### config.mk
export PLATFORM = sky130hd
export DESIGN_NAME = vector_operand_select_buf
export DESIGN_NICKNAME = d
export VERILOG_FILES = /design/src/rtl/vector_operand_select_buf.sv
export SDC_FILE = /design/constraint.sdc
export NUM_CORES = 2
export LEC_CHECK = 0
export CAP_MARGIN = 20
export CORE_AREA = 4 4 313 315
export CTS_CLUSTER_DIAMETER = 120
export DETAILED_ROUTE_END_ITERATION = 10
export DIE_AREA = 0 0 317 319
export DONT_BUFFER_PORTS = 1
export PLACE_DENSITY = 0.52
export SLEW_MARGIN = 20
export SYNTH_ARGS = -nofsm -noshare
export SYNTH_HDL_FRONTEND = slang
export SYNTH_SLANG_ARGS = --single-unit
### constraint.sdc
create_clock -name clk -period 4.45 [get_ports clk]
set_clock_uncertainty 0.15 [all_clocks]
set_input_delay 0.89 -clock clk [delete_from_list [all_inputs] [get_ports clk]]
set_output_delay 0.89 -clock clk [all_outputs]
set_load 0.02 [all_outputs]
### src/rtl/vector_operand_select_buf.sv
// Per-lane operand select feeding a 2-entry skid buffer between ID and EX.
// Define VECTOR_OPERAND_SELECT_PARITY_EN to add per-lane even parity (out_parity) stored with each entry.
module vector_operand_select_buf #(
  parameter int LANES = 8,
  parameter int WIDTH = 32
) (
  input  logic                     clk,
  input  logic                     rst_n,
  input  logic                     flush,
  input  logic                     in_valid,
  output logic                     in_ready,
  input  logic [1:0]               mode,
  input  logic [LANES-1:0]         lane_mask,
  input  logic [LANES*WIDTH-1:0]   vin,
  input  logic [LANES*WIDTH-1:0]   ain,
  input  logic [WIDTH-1:0]         scalar,
  output logic                     out_valid,
  input  logic                     out_ready,
`ifdef VECTOR_OPERAND_SELECT_PARITY_EN
  output logic [LANES-1:0]         out_parity,
`endif
  output logic [LANES*WIDTH-1:0]   out_data
);

  localparam logic [1:0] EMPTY = 2'd0;
  localparam logic [1:0] ONE   = 2'd1;
  localparam logic [1:0] TWO   = 2'd2;

  logic [1:0]             state;
  logic [LANES*WIDTH-1:0] sel;
  logic [LANES*WIDTH-1:0] head;
  logic [LANES*WIDTH-1:0] tail;
  logic                   accept;
  logic                   pop;
  logic                   head_from_sel;
  logic                   head_from_tail;
  logic                   tail_from_sel;

  always_comb begin
    sel = '0;
    for (int i = 0; i < LANES; i++) begin
      case (mode)
        2'b00:   sel[i*WIDTH +: WIDTH] = vin[i*WIDTH +: WIDTH];
        2'b01:   sel[i*WIDTH +: WIDTH] = ain[i*WIDTH +: WIDTH];
        2'b10:   sel[i*WIDTH +: WIDTH] = scalar;
        default: sel[i*WIDTH +: WIDTH] = lane_mask[i] ? ain[i*WIDTH +: WIDTH]
                                                      : vin[i*WIDTH +: WIDTH];
      endcase
    end
  end

  // in_ready comes from the state register alone, so out_ready never reaches the upstream side.
  assign in_ready  = (state != TWO);
  assign out_valid = (state != EMPTY);
  assign out_data  = head;
  assign accept    = in_valid & in_ready;
  assign pop       = out_valid & out_ready;

  assign head_from_sel  = accept & ((state == EMPTY) | ((state == ONE) & pop));
  assign tail_from_sel  = accept & (state == ONE) & ~pop;
  assign head_from_tail = pop & (state == TWO);

  always_ff @(posedge clk) begin
    if (!rst_n || flush) begin
      state <= EMPTY;
    end else begin
      case (state)
        EMPTY:   if (accept) state <= ONE;
        ONE:     if (accept && !pop) state <= TWO;
                 else if (!accept && pop) state <= EMPTY;
        TWO:     if (pop) state <= ONE;
        default: state <= EMPTY;
      endcase
    end
  end

  always_ff @(posedge clk) begin
    if (!rst_n || flush) begin
      head <= '0;
      tail <= '0;
    end else begin
      if (head_from_sel)       head <= sel;
      else if (head_from_tail) head <= tail;
      if (tail_from_sel)       tail <= sel;
    end
  end

`ifdef VECTOR_OPERAND_SELECT_PARITY_EN
  logic [LANES-1:0] sel_par;
  logic [LANES-1:0] head_par;
  logic [LANES-1:0] tail_par;

  always_comb begin
    sel_par = '0;
    for (int i = 0; i < LANES; i++) sel_par[i] = ^sel[i*WIDTH +: WIDTH];
  end

  // Parity is captured at write time and follows its data through the buffer.
  always_ff @(posedge clk) begin
    if (!rst_n || flush) begin
      head_par <= '0;
      tail_par <= '0;
    end else begin
      if (head_from_sel)       head_par <= sel_par;
      else if (head_from_tail) head_par <= tail_par;
      if (tail_from_sel)       tail_par <= sel_par;
    end
  end

  assign out_parity = head_par;
`endif

endmodule

==> results.yml <==
pwr:
  pwr_density_cell_nw_per_um2: 375.0
  switching_share_pct: 25.77
  p_sw_w: 0.002871
  power_w: 0.01114
  power_frac_seq_pct: 44.3
  vdd_drop_max_uv: 290.2
  leakage_nw: 12.13
  pwr-share-comb_pct: 8.8
  clockPowerShare_pct: 47.0
  internal_power_w: 0.008268
clock_network:
  ctsHoldBuffers: 0
  cts_buffers: 61
  cts_resized: 0
  clk-insertion-delay-late_ns: 0.62
  clock-sinks: 514
  cts_buffer_depth: 3
  postCtsSetupRepairBufs: 0
  cts_tree: "done"
  clk_pin_slew_ns: 0.06
  htreeDepth: 2
  root_buffer: "clkbuf_16"
drt:
  route.detailed.drc: 0
  vias: 26260
  via_per_inst: 5.796
  drtAntennaViolNets: 0
  wl_um: 131600
  drt-pass1-iter-count: 6
  wl_per_cell_um: 29.03
  drt_iter0_drc: 2986
yosys:
  ys_top_cells_by_area: "dfxtp_1 38%, nand2_1 11%, mux2i_1 9.4%"
  synth_flop_cell: "dfxtp_1"
  synth_cells: 3503
  syn_avg_cell_area_um2: 7.754
  synth-edff-count: 0
  yosys.area.top_type: "dfxtp_1"
  synth.most_common_cell: "nand2_1"
  synth_top_area_share_pct: 37.88
  yosysWarningCount: 0
  synth_nets: 4062
  yosysSeqAreaShare_pct: 37.88
  ys_seq_elements: 514
  synth_common_cells: "766 x nand2_1, 514 x dfxtp_1, 513 x nor2_1"
  synthArstFlopShare_pct: 0
  synth_area_um2: 27160
  ys_types: 24
placement:
  dp_hpwl_um: 83300
  io_buffers: 0
  gp_congestion: 0.9239
  place_area_um2: 27570
run:
  cap_violations: 0
worst_setup_path:
  required_ns: 4.86
  critPathKind: "primary input to register"
  rr_worst_depth: 5
  crit_fanout: 770
  endpoint_kind: "register"
  cp.arrival_ns: 5.46
  start_kind: "primary input"
global_routing:
  grt_overflow: 0
  track_usage_pct: 24.38
  grt_pass1_wl_um: 180000
  grt_pass1_vias: 23130
  antenna_found_initial: 16
  grt_max_degree: 770
sta:
  slew_violations: 704
  grt_setup_unrepaired: "no"
  period_share_pct: 113.5
  worstMarginPinSlew_ns: 4.250
  setup_ws_ns: -0.6025
  setup_viol: 41
  slew_headroom_pct: -183.3
  fmax_mhz: 197.9
  fin_crit_ns: 5.052
  hold_violations: 0
  hold_ws_ns: 0.1931
worst_hold_path:
  worst_hold_path_type: "primary input to register"
  hold_depth: 1
final_layout:
  drive_above_1_share_pct: 4.499
  nets: 3757
  final_util_pct: 31.31
  syn_to_final_growth_pct: 9.337
  final_design_area_no_fill_um2: 29700
floorplan:
  initial_core_util_pct: 28.63
  core_area_um2: 94870
  die_w_um: 317
  rows: 113
  pin_count: 817
  fp.dieH_um: 319
  dieArea_um2: 101100
outcome:
  violations: "slew limit, setup timing"
  outcome: "finished, violations left"
power by group through the flow:
stage	clock (W)	combinational (W)	sequential (W)
finish	0.00523	0.000978	0.00493
global route	0.00552	0.00104	0.00494
CTS	0.00536	0.000948	0.00493
detailed placement	0	0.000946	0.00503
global placement	0	0.000938	0.00503
floorplan	0	0.000920	0.00497
metrics by stage:
| stage | instances | TNS (ns) | worst slack [ns] |
|---|---|---|---|
| after floorplan | 3503 | 0 | 2.142 |
| after global placement | 4400 | 0 | 1.428 |
| after detailed placement | 4400 | 0 | 1.414 |
| after CTS | 4510 | 0 | 1.861 |
| after global routing | 4520 | 0 | 1.809 |
| final | 4531 | -8.270 | -0.6025 |
path summary, 6_finish.rpt:
check,to,start,slack (ns)
min,state[1],out_ready,0.19
max reg2reg,out_data[131],state[1],2.11
max,tail[3],mode[0],-0.60
min reg2reg,out_data[192],tail[192],0.31
worst max-delay path: stages:
cell and delay [ns]:
o221ai_1 2.35, nor2_1 0.11, nor2_1 0.13
registers in the layout (all words and copies together) (netlist names):
signal,count
tail,256
out_data,256
state,2
kinds of logic (layout without fill, tap and decap cells):
logic type      after synthesis  count (layout)  synth area share (%)
simple gates               1557            1557                 26.42
buf+inv                     401             143                 6.039
mux                         256             256                 9.433
other cells                   0              21                     0
compound gates              775             775                 20.23
flops                       514             514                 37.88
final cells by class:
class,instances,area (um2)
multi-input cells,2588,15310
clock buffers,86,1750
flip-flops and latches,514,10290
diodes,21,52.55
inverters,1,3.754
well taps,1265,1583
repair buffers,32,390.4
clock inverters,24,322.8
fillers,10120,65170
per-layer routing:
layer | vias to the layer above | track usage, % | wire (um)
met5 | - | 0 | 23
met4 | 4 | 16.27 | 8875
met3 | 297 | 10.22 | 15720
met2 | 1371 | 36.18 | 57820
met1 | 12600 | 28.61 | 49110
li1 | 11980 | - | -
layout by cell type, fill, tap and decap left out, types with 2 or more instances in the layout:
master      count
clkinv_2       10
clkinvlp_4      3
nand2b_1        4
clkbuf_16      61
o21ai_0       256
buf_12         12
a21oi_1         4
nor2b_4         3
clkbuf_8       13
a22oi_1       256
clkbuf_1       12
nand2_1       765
mux2i_1       256
inv_8           2
diode_2        21
nand4b_1      255
nor2b_2         6
bufinv_16       7
nor2_1        512
dfxtp_1       514
nor2b_1         4
o221ai_1      256
buf_4          20
Note: power is estimated with default switching activity, not from simulation.
